File: src/rtl/ps2_pkg.sv
// Shared types for the PS/2 keyboard event receiver:
// frame state, prefix byte codes and the event record.
package ps2_pkg;

  typedef enum logic [1:0] {
    ST_IDLE = 2'd0,
    ST_DATA = 2'd1,
    ST_PAR  = 2'd2,
    ST_STOP = 2'd3
  } frame_st_t;

  localparam logic [7:0] PS2_EXT = 8'hE0;
  localparam logic [7:0] PS2_BRK = 8'hF0;

  typedef struct packed {
    logic       ext;
    logic       brk;
    logic [7:0] code;
  } ps2_evt_t;

endpackage

File: src/rtl/ps2_kb_evt_rx_fifo.sv
// Synchronous event FIFO (power-of-2 depth).
// Ports: push/din in, pop/dout out, full/empty/count status.
module ps2_evt_fifo
  import ps2_pkg::*;
#(
  parameter int DEPTH = 8
) (
  input  logic                   clk,
  input  logic                   rst,
  input  logic                   push,
  input  ps2_evt_t               din,
  input  logic                   pop,
  output ps2_evt_t               dout,
  output logic                   full,
  output logic                   empty,
  output logic [$clog2(DEPTH):0] count
);

  localparam int AW = $clog2(DEPTH);

  ps2_evt_t        mem [DEPTH];
  logic [AW-1:0]   wr_ptr;
  logic [AW-1:0]   rd_ptr;
  logic [AW:0]     cnt;
  logic            do_push;
  logic            do_pop;

  assign empty   = (cnt == '0);
  assign full    = (cnt == (AW+1)'(DEPTH));
  assign do_pop  = pop & ~empty;
  // a full FIFO still takes a push when the head leaves this cycle
  assign do_push = push & (~full | do_pop);
  assign count   = cnt;
  // head reads as zero when empty so reset leaves outputs at 0
  assign dout    = empty ? '0 : mem[rd_ptr];

  always_ff @(posedge clk) begin
    if (do_push) mem[wr_ptr] <= din;
  end

  always_ff @(posedge clk) begin
    if (rst) begin
      wr_ptr <= '0;
      rd_ptr <= '0;
      cnt    <= '0;
    end else begin
      if (do_push) wr_ptr <= wr_ptr + 1'b1;
      if (do_pop)  rd_ptr <= rd_ptr + 1'b1;
      unique case ({do_push, do_pop})
        2'b10:   cnt <= cnt + 1'b1;
        2'b01:   cnt <= cnt - 1'b1;
        default: cnt <= cnt;
      endcase
    end
  end

endmodule

File: src/rtl/ps2_kb_evt_rx.sv
// PS/2 keyboard receiver: filtered sampling, framing checks,
// E0/F0 folding, event FIFO with valid/ready drain.
module ps2_kb_evt_rx
  import ps2_pkg::*;
#(
  parameter int FILT_LEN    = 4,
  parameter int TIMEOUT_CYC = 100000,
  parameter int FIFO_DEPTH  = 8
) (
  input  logic                        clk,
  input  logic                        rst,
  input  logic                        PS2_CLK_i,
  input  logic                        PS2_DAT_i,
  output logic                        evt_valid_o,
  input  logic                        evt_ready_i,
  output logic [7:0]                  evt_code_o,
  output logic                        evt_brk_o,
  output logic                        evt_ext_o,
  output logic [$clog2(FIFO_DEPTH):0] fifo_cnt_o,
  output logic                        ovf_o,
  input  logic                        ovf_clr_i,
  output logic                        par_err_o,
  output logic                        frm_err_o,
  output logic [7:0]                  err_cnt_o
);

  localparam int FW = $clog2(FILT_LEN);
  localparam int TW = $clog2(TIMEOUT_CYC);

  logic [1:0]    ck_sync;
  logic [1:0]    dt_sync;
  logic          ck_f;
  logic          dt_f;
  logic [FW-1:0] ck_fc;
  logic [FW-1:0] dt_fc;
  logic          ck_f_d;
  logic          fall;

  always_ff @(posedge clk) begin
    if (rst) begin
      ck_sync <= 2'b11;
      dt_sync <= 2'b11;
    end else begin
      ck_sync <= {ck_sync[0], PS2_CLK_i};
      dt_sync <= {dt_sync[0], PS2_DAT_i};
    end
  end

  // filtered value flips on the FILT_LEN-th differing sample in a row
  always_ff @(posedge clk) begin
    if (rst) begin
      ck_f  <= 1'b1;
      ck_fc <= '0;
    end else if (ck_sync[1] == ck_f) begin
      ck_fc <= '0;
    end else if (ck_fc == FW'(FILT_LEN-1)) begin
      ck_f  <= ck_sync[1];
      ck_fc <= '0;
    end else begin
      ck_fc <= ck_fc + 1'b1;
    end
  end

  always_ff @(posedge clk) begin
    if (rst) begin
      dt_f  <= 1'b1;
      dt_fc <= '0;
    end else if (dt_sync[1] == dt_f) begin
      dt_fc <= '0;
    end else if (dt_fc == FW'(FILT_LEN-1)) begin
      dt_f  <= dt_sync[1];
      dt_fc <= '0;
    end else begin
      dt_fc <= dt_fc + 1'b1;
    end
  end

  always_ff @(posedge clk) begin
    if (rst) begin
      ck_f_d <= 1'b1;
      fall   <= 1'b0;
    end else begin
      ck_f_d <= ck_f;
      fall   <= ck_f_d & ~ck_f;
    end
  end

  frame_st_t     st;
  logic [7:0]    sr;
  logic [2:0]    bcnt;
  logic          par_bit;
  logic [TW-1:0] to_cnt;
  logic          byte_vld;
  logic          par_err;
  logic          frm_err;

  always_ff @(posedge clk) begin
    if (rst) begin
      st       <= ST_IDLE;
      sr       <= '0;
      bcnt     <= '0;
      par_bit  <= 1'b0;
      to_cnt   <= '0;
      byte_vld <= 1'b0;
      par_err  <= 1'b0;
      frm_err  <= 1'b0;
    end else begin
      byte_vld <= 1'b0;
      par_err  <= 1'b0;
      frm_err  <= 1'b0;
      if (st == ST_IDLE || fall) to_cnt <= '0;
      else                       to_cnt <= to_cnt + 1'b1;
      if (fall) begin
        unique case (st)
          ST_IDLE: begin
            if (!dt_f) begin
              sr   <= '0;
              bcnt <= '0;
              st   <= ST_DATA;
            end else begin
              frm_err <= 1'b1;
            end
          end
          ST_DATA: begin
            sr   <= {dt_f, sr[7:1]};
            bcnt <= bcnt + 3'd1;
            if (bcnt == 3'd7) st <= ST_PAR;
          end
          ST_PAR: begin
            par_bit <= dt_f;
            st      <= ST_STOP;
          end
          ST_STOP: begin
            if (dt_f && ^{sr, par_bit}) byte_vld <= 1'b1;
            else                        par_err  <= 1'b1;
            st <= ST_IDLE;
          end
          default: st <= ST_IDLE;
        endcase
      end else if (st != ST_IDLE &&
                   to_cnt == TW'(TIMEOUT_CYC-1)) begin
        st      <= ST_IDLE;
        frm_err <= 1'b1;
        to_cnt  <= '0;
      end
    end
  end

  logic     ext_f;
  logic     brk_f;
  logic     push;
  ps2_evt_t push_evt;

  // sr holds the byte until the next start bit, far past byte_vld
  always_ff @(posedge clk) begin
    if (rst) begin
      ext_f    <= 1'b0;
      brk_f    <= 1'b0;
      push     <= 1'b0;
      push_evt <= '0;
    end else begin
      push <= 1'b0;
      if (par_err || frm_err) begin
        ext_f <= 1'b0;
        brk_f <= 1'b0;
      end else if (byte_vld) begin
        unique case (1'b1)
          (sr == PS2_EXT): ext_f <= 1'b1;
          (sr == PS2_BRK): brk_f <= 1'b1;
          default: begin
            push          <= 1'b1;
            push_evt.ext  <= ext_f;
            push_evt.brk  <= brk_f;
            push_evt.code <= sr;
            ext_f         <= 1'b0;
            brk_f         <= 1'b0;
          end
        endcase
      end
    end
  end

  ps2_evt_t head;
  logic     full;
  logic     empty;
  logic     pop;

  assign pop = ~empty & evt_ready_i;

  ps2_evt_fifo #(.DEPTH(FIFO_DEPTH)) u_fifo (
    .clk   (clk),
    .rst   (rst),
    .push  (push),
    .din   (push_evt),
    .pop   (pop),
    .dout  (head),
    .full  (full),
    .empty (empty),
    .count (fifo_cnt_o)
  );

  always_ff @(posedge clk) begin
    if (rst) begin
      ovf_o     <= 1'b0;
      err_cnt_o <= '0;
    end else begin
      if (push && full && !pop) ovf_o <= 1'b1;
      else if (ovf_clr_i)       ovf_o <= 1'b0;
      if ((par_err || frm_err) && err_cnt_o != 8'hFF)
        err_cnt_o <= err_cnt_o + 8'd1;
    end
  end

  assign evt_valid_o = ~empty;
  assign evt_code_o  = head.code;
  assign evt_brk_o   = head.brk;
  assign evt_ext_o   = head.ext;
  assign par_err_o   = par_err;
  assign frm_err_o   = frm_err;

endmodule

File: config.mk
export PLATFORM = sky130hd
export DESIGN_NAME = ps2_kb_evt_rx
export DESIGN_NICKNAME = d
export VERILOG_FILES = /design/src/rtl/ps2_pkg.sv /design/src/rtl/ps2_kb_evt_rx_fifo.sv /design/src/rtl/ps2_kb_evt_rx.sv
export SDC_FILE = /design/constraint.sdc
export NUM_CORES = 1
export LEC_CHECK = 0
export BUFFER_PORTS_ARGS = -buffer_cell sky130_fd_sc_hd__buf_2
export CAP_MARGIN = 20
export CELL_PAD_IN_SITES_DETAIL_PLACEMENT = 0
export CELL_PAD_IN_SITES_GLOBAL_PLACEMENT = 1
export CORE_MARGIN = 2
export CORE_UTILIZATION = 54
export DETAILED_ROUTE_END_ITERATION = 6
export PLACE_DENSITY = 0.94
export SKIP_CTS_REPAIR_TIMING = 1
export SLEW_MARGIN = 10
export SYNTH_ARGS = -nofsm -noshare
export SYNTH_HDL_FRONTEND = slang
export SYNTH_HIERARCHICAL = 1
export SYNTH_SLANG_ARGS = --single-unit
File: constraint.sdc
create_clock -name clk -period 6.1 [get_ports clk]
set_clock_uncertainty 0.05 [all_clocks]
set_input_delay 0.305 -clock clk [delete_from_list [all_inputs] [get_ports clk]]
set_output_delay 0.305 -clock clk [all_outputs]
set_load 0.1 [all_outputs]
# After elaboration in Yosys (flattened, before gate mapping)
# Memory sizes are Yosys's and may differ from the RTL's. A register that Yosys moved wholly into a read port is not among the register bits.
# Cells that the tools add are included.
totals:
  regBits: 78
  latchBits: 0
  ram_bits: 80
  romBits: 0
  out_inout_bits: 26
  memories: 1
memory_table:
  columns: ["name", "words", "width", "rd", "rd_ports_with_merged_regs", "write_ports", "line_no", "rtl"]
  rows:
  - ["u_fifo.mem", 8, 10, 1, 1, 1, "ps2_kb_evt_rx_fifo.sv:21", "ps2_evt_t mem [DEPTH];"]
op_classes:
  n_addsub: 9
  n_mul: 0
  n_div: 0
  order_cmp: 0
  n_eq_ne: 18
  shift: 0
  n_mux: 29
  n_bitwise: 17
  n_reduce_logical: 30
op_table:
  columns: ["op", "n"]
  rows:
  - ["17-bit two-way mux", 3]
  - ["17-bit by 1-bit adder with 17-bit output, second input constant", 1]
  - ["17-bit == test, second input constant", 1]
  - ["8-bit == test, second input constant", 2]
  - ["8-bit one-hot mux with 2 select lines", 1]
  - ["1-bit inverter", 12]
  - ["3-bit OR reduction", 4]
  - ["1-bit two-way mux", 11]
  - ["2-bit == test, second input constant", 5]
  - ["10-bit two-way mux", 1]
  - ["2-bit AND reduction", 5]
  - ["2-bit nonzero test", 5]
  - ["3-bit by 1-bit adder with 3-bit output, second input constant", 3]
  - ["3-bit two-way mux", 3]
  - ["3-bit AND reduction", 3]
  - ["9-bit XOR reduction", 1]
  - ["8-bit by 1-bit adder with 8-bit output, second input constant", 1]
  - ["2-bit two-way mux", 4]
  - ["8-bit two-way mux", 1]
  - ["8-bit != test, second input constant", 1]
  - ["2-bit one-hot mux with 4 select lines", 1]
  - ["4-bit one-hot mux with 2 select lines", 1]
  - ["3-bit != test, second input constant", 2]
  - ["3-bit one-hot mux with 2 select lines", 1]
  - ["17 further kinds", 30]

# Depth between registers and ports, before layout
logic_depth:
  word_depth: 8
  mapped_depth: 12

# Hierarchy
# The synthesis kept the hierarchy.
modules_own_cells:
  columns: ["module", "n_inst", "cells_each", "area_per_inst_um2", "seq_area_each_um2"]
  rows:
  - ["ps2_evt_fifo", 1, 208, 3759.9, 2662.6]
  - ["ps2_kb_evt_rx", 1, 312, 2870.3, 1361.3]

# Least setup slack after synthesis
# Ideal clock, no wire load.
synth_path:
  path_type: "reg2reg"
  from: "reg u_fifo.cnt[0] (netlist: u_fifo/count[0])"
  to: "mem u_fifo/mem[0][0] in the netlist's numbering (enable)"
  setup_ns: 0.404
  t_arrival_ns: 3.329
  required_time_ns: 5.646
  slack_ns: 2.317
  stages_incl_launch_ff: 8
  n_path_buf: 2
  period_less_slack_ns: 3.783
  path_cell_list: "dfxtp_1 buf_2 nor4_1 clkbuf_1 nor2b_1 nand2b_1 o21ai_4 nor4_1"
synth_between:
  elab_chain_cells: 8
  word_cells_on_any_way: 10
  classes_between: "eq/ne: 1; mux: 2; bitwise: 6; reduce/logical: 1"
synth_rtl:
  columns: ["element", "line_no", "rtl"]
  rows:
  - ["start: declaration", "ps2_kb_evt_rx_fifo.sv:24", "logic [AW:0] cnt;"]
  - ["start signal: assignment", "ps2_kb_evt_rx_fifo.sv:50", "2'b10: cnt <= cnt + 1'b1;"]
  - ["start signal: assignment", "ps2_kb_evt_rx_fifo.sv:51", "2'b01: cnt <= cnt - 1'b1;"]
  - ["start signal: assignment", "ps2_kb_evt_rx_fifo.sv:52", "default: cnt <= cnt;"]
  - ["4-bit logical NOT", "ps2_kb_evt_rx_fifo.sv:28", "assign empty = (cnt == '0);"]
  - ["named net empty", "ps2_kb_evt_rx.sv:185", "logic empty;"]
  - ["1-bit inverter", "ps2_kb_evt_rx.sv:188", "assign pop = ~empty & evt_ready_i;"]
  - ["1-bit AND", "ps2_kb_evt_rx.sv:188", null]
  - ["named net pop", "ps2_kb_evt_rx.sv:186", "logic pop;"]
  - ["1-bit AND", "ps2_kb_evt_rx_fifo.sv:30", "assign do_pop = pop & ~empty;"]
  - ["1-bit bitwise OR", "ps2_kb_evt_rx_fifo.sv:32", "assign do_push = push & (~full | do_pop);"]
  - ["1-bit AND", "ps2_kb_evt_rx_fifo.sv:32", null]
  - ["1-bit two-way mux", "ps2_kb_evt_rx_fifo.sv:38", "if (do_push) mem[wr_ptr] <= din;"]
  - ["1-bit two-way mux (implied by the code)", "ps2_kb_evt_rx_fifo.sv:38", null]
  - ["end: declaration", "ps2_kb_evt_rx_fifo.sv:21", null]
# The timed path passes the listed nets, and every way through them passes these cells.

# Worst setup path in the final report
layout_path:
  from: "reg u_fifo.cnt[1] (netlist: u_fifo/count[1])"
  to: "reg u_fifo.cnt[3] (netlist: u_fifo/count[3])"
layout_between:
  elab_chain_cells: 8
  word_cells_on_any_way: 14
  classes_between: "add/sub: 2; eq/ne: 3; mux: 1; bitwise: 6; reduce/logical: 2"
layout_rtl:
  columns: ["element", "line_no", "rtl"]
  rows:
  - ["4-bit logical NOT (*)", "ps2_kb_evt_rx_fifo.sv:28", null]
  - ["named net empty", "ps2_kb_evt_rx.sv:185", null]
  - ["1-bit inverter (*)", "ps2_kb_evt_rx.sv:188", null]
  - ["1-bit AND (*)", "ps2_kb_evt_rx.sv:188", null]
  - ["named net pop", "ps2_kb_evt_rx.sv:186", null]
  - ["1-bit AND (*)", "ps2_kb_evt_rx_fifo.sv:30", null]
  - ["1-bit bitwise OR", "ps2_kb_evt_rx_fifo.sv:32", null]
  - ["1-bit AND", "ps2_kb_evt_rx_fifo.sv:32", null]
  - ["2-bit by 1-bit == test with 1-bit output or 2-bit == test (tied branches)", "ps2_kb_evt_rx_fifo.sv:49", "unique case ({do_push, do_pop})"]
  - ["4-bit one-hot mux with 2 select lines or 2-bit nonzero test (tied branches)", null, null]
# The timed path passes the listed nets; every way through them passes the cells marked *.
# A chain may end at the register's enable or synchronous reset.

==> impl_metrics.yaml <==
critical_path:
  crit_chain: "nor4_2 > nor2b_1 > o21ai_2 > or2_2 > inv_1 > ha_1 > a21oi_1 > nor4bb_1 > o21bai_1 > a31oi_1"
  start_kind: "flop"
  critPathArrivalTime_ns: 3.26
  cp_slowest_cell: "nor2b_1"
  cp.required_ns: 6.39
  cp_max_fo: 9
  cp-end-kind: "flop"
  critPathKind: "flop to flop"
  slowest_delay_ns: 0.52
placement:
  place_inst: 683
  place.gp.congestion: 0.853
  dpl_cell_area_mm2: 0.00695
  dp_hpwl_um: 8170
  port_buffers: 31
yosys:
  yosys.cell_count.top_type: "dfxtp_1"
  seq_area_frac_synth_pct: 60.7
  ys_top_cells_by_count: "dfxtp_1, edfxtp_1, nor2_1"
  synth-edff-count: 80
  yosysWarnings: 6
  syn_nets: 541
  synth_area_leader_cell: "edfxtp_1"
  async_flop_share_pct: 0
  syn-cell-area_mm2: 0.00663
  synth_area_leaders: "edfxtp_1, dfxtp_1, mux4_2"
  ys_types: 52
  netlist_instances: 520
  syn_avg_cell_area_um2: 12.8
  yosysTopAreaCellShare_pct: 36.2
  ys_ff_latch: 161
  synthFlopType: "dfxtp_1"
timing:
  fin_crit_ns: 2.97
  setup_tns_ns: 0
  grt_setup_unrepaired: "false"
  holdWs_ns: 0.0236
  max_freq_mhz: 337
  slew_headroom_pct: 35.0
  drv_slew: 0
  post-route-period-util_pct: 48.7
  tightest_slew_ns: 0.971
  setup_viol: 0
  hold_viol: 0
clock_tree:
  clock_path_buffers: 2
  cts_buffers: 17
  clk_pin_slew_worst_paths_ns: 0.06
  cts_tree: "yes"
  clk_latency_ns: 0.42
  numClockSinks: 161
  htree_levels: 4
  root_buffer: "clkbuf_16"
final_layout:
  nFillCells: 903
  stdcell_area_mm2: 0.00758
  finalNetCount: 577
  n_antenna_cell: 0
  final_cells: 716
  drive_gt1_share_pct: 18.1
  syn2layout_area_growth_pct: 14.3
pwr:
  leakage_nw: 2.73
  power_density_mw_per_mm2: 294
  power.total_mw: 2.22
  ir_drop_uv: 150
drt:
  drc: 0
  vias: 4119
  drtIter0Drc: 292
  drt_pass1_iterations: 5
  ant_nets: 0
  via_per_inst: 5.75
  routed_wl_um: 12200
  wire_per_inst_um: 17.0
floorplan:
  coreArea_mm2: 0.0120
  dieArea_mm2: 0.0132
  io_pins: 32
  start_util_pct: 55.2
  dieHeight_um: 115
  rows: 40
  die_width_um: 115
global_routing:
  grt_pass1_wl_um: 19800
  first_global_vias: 3964
  grt_max_degree: 57
  grt-ovfl-total: 0
  antenna_found_initial: 0
  grt_usage_pct: 19.9
run:
  drv_cap: 0
status:
  status: "completed"
min_path:
  worst_hold_path_type: "primary input to flop"
## report_power, final
part | internal (mW) | switching (mW)
clock network | 0.666 | 0.415
registers | 1.13 | 0.00192
logic | 0.00594 | 0.00857
## layout make-up
cell class / instances / area (um2) / share of cell area, %
flip-flops and latches: 161 / 4020 / 53.1
multi-input cells: 325 / 2500 / 33.0
clock buffers: 22 / 497 / 6.55
repair buffers: 37 / 200 / 2.64
well taps: 147 / 184 / 2.43
clock inverters: 10 / 120 / 1.58
inverters: 14 / 52.6 / 0.693
## sequential cells by signal, indices dropped and copies added, names as in the netlist, 3 cells and up, named ones only
name / count
err_cnt_o: 8
to_cnt: 17
bcnt: 3
u_fifo/rd_ptr: 3
push_evt: 10
u_fifo/count: 4
sr: 8
u_fifo/wr_ptr: 3
u_fifo/mem: 80
## metal layers
layer / wire length (um) / track usage, % / vias to the layer above
li1: - / - / 1998
met1: 5080 / 23.9 / 2003
met2: 6410 / 35.0 / 100
met3: 511 / 4.59 / 18
met4: 199 / 8.03 / 0
met5: 0 / 0 / -
## metrics by stage
step | util, % | worst slack, ns
2_1_floorplan | - | 2.32
3_3_place_gp | 57.8 | 2.81
3_5_place_dp | 57.8 | 2.57
4_1_cts | 63.0 | 2.54
5_1_grt | 63.1 | 2.82
6_report | 63.1 | 3.13
## worst max-delay path, delay by kind of cell (launching register included)
| family | cells | cell delay (ns) |
|---|---|---|
| and+or+nand+nor | 4 | 1.24 |
| buffers and inverters | 1 | 0.09 |
| DFF | 1 | 0.50 |
| adders and majority gates | 1 | 0.27 |
| AOI/OAI and AO/OA | 4 | 0.72 |
## cell usage in the layout (no fill, tap or decap), types with 5 or more instances in the layout
| cell type | n |
|---|---|
| nand2b_1 | 5 |
| buf_4 | 5 |
| clkbuf_16 | 19 |
| or4_1 | 5 |
| buf_2 | 31 |
| nor2_1 | 63 |
| or3_1 | 7 |
| nor3_1 | 8 |
| o31ai_1 | 7 |
| inv_1 | 14 |
| dfxtp_1 | 81 |
| o21ai_0 | 7 |
| or2_2 | 7 |
| mux2i_1 | 23 |
| a22oi_1 | 9 |
| and2_1 | 5 |
| o211ai_1 | 5 |
| mux4_2 | 20 |
| edfxtp_1 | 80 |
| ha_1 | 14 |
| xor2_1 | 15 |
| a21oi_1 | 23 |
| nand3_1 | 18 |
| nand4_1 | 9 |
| nand2_1 | 25 |
| xnor2_1 | 9 |
## kinds of logic (layout without fill, tap and decap cells)
kind of cell,after synthesis,after routing,synth area share (%)
buffers and inverters,34,83,1.98
adders and majority gates,15,15,2.94
AOI/OAI and AO/OA,65,65,6.83
muxes,43,43,10.3
and+or+nand+nor,176,176,13.4
xor gates and xnor gates,26,26,3.85
DFF,161,161,60.7
## path summary, 6_finish.rpt
path	startpoint	endpoint	slack [ns]	depth (start not counted)
max reg2reg	u_fifo/count[1]$_SDFFE_PP0P_	u_fifo/count[3]$_SDFFE_PP0P_	3.13	10
min reg2reg	ck_sync[0]$_SDFF_PP1_	ck_sync[1]$_SDFF_PP1_	0.36	1
max	u_fifo/count[1]$_SDFFE_PP0P_	u_fifo/count[3]$_SDFFE_PP0P_	3.13	10
min	PS2_CLK_i	ck_sync[0]$_SDFF_PP1_	0.02	2
Power figures use the tool's default switching activity.
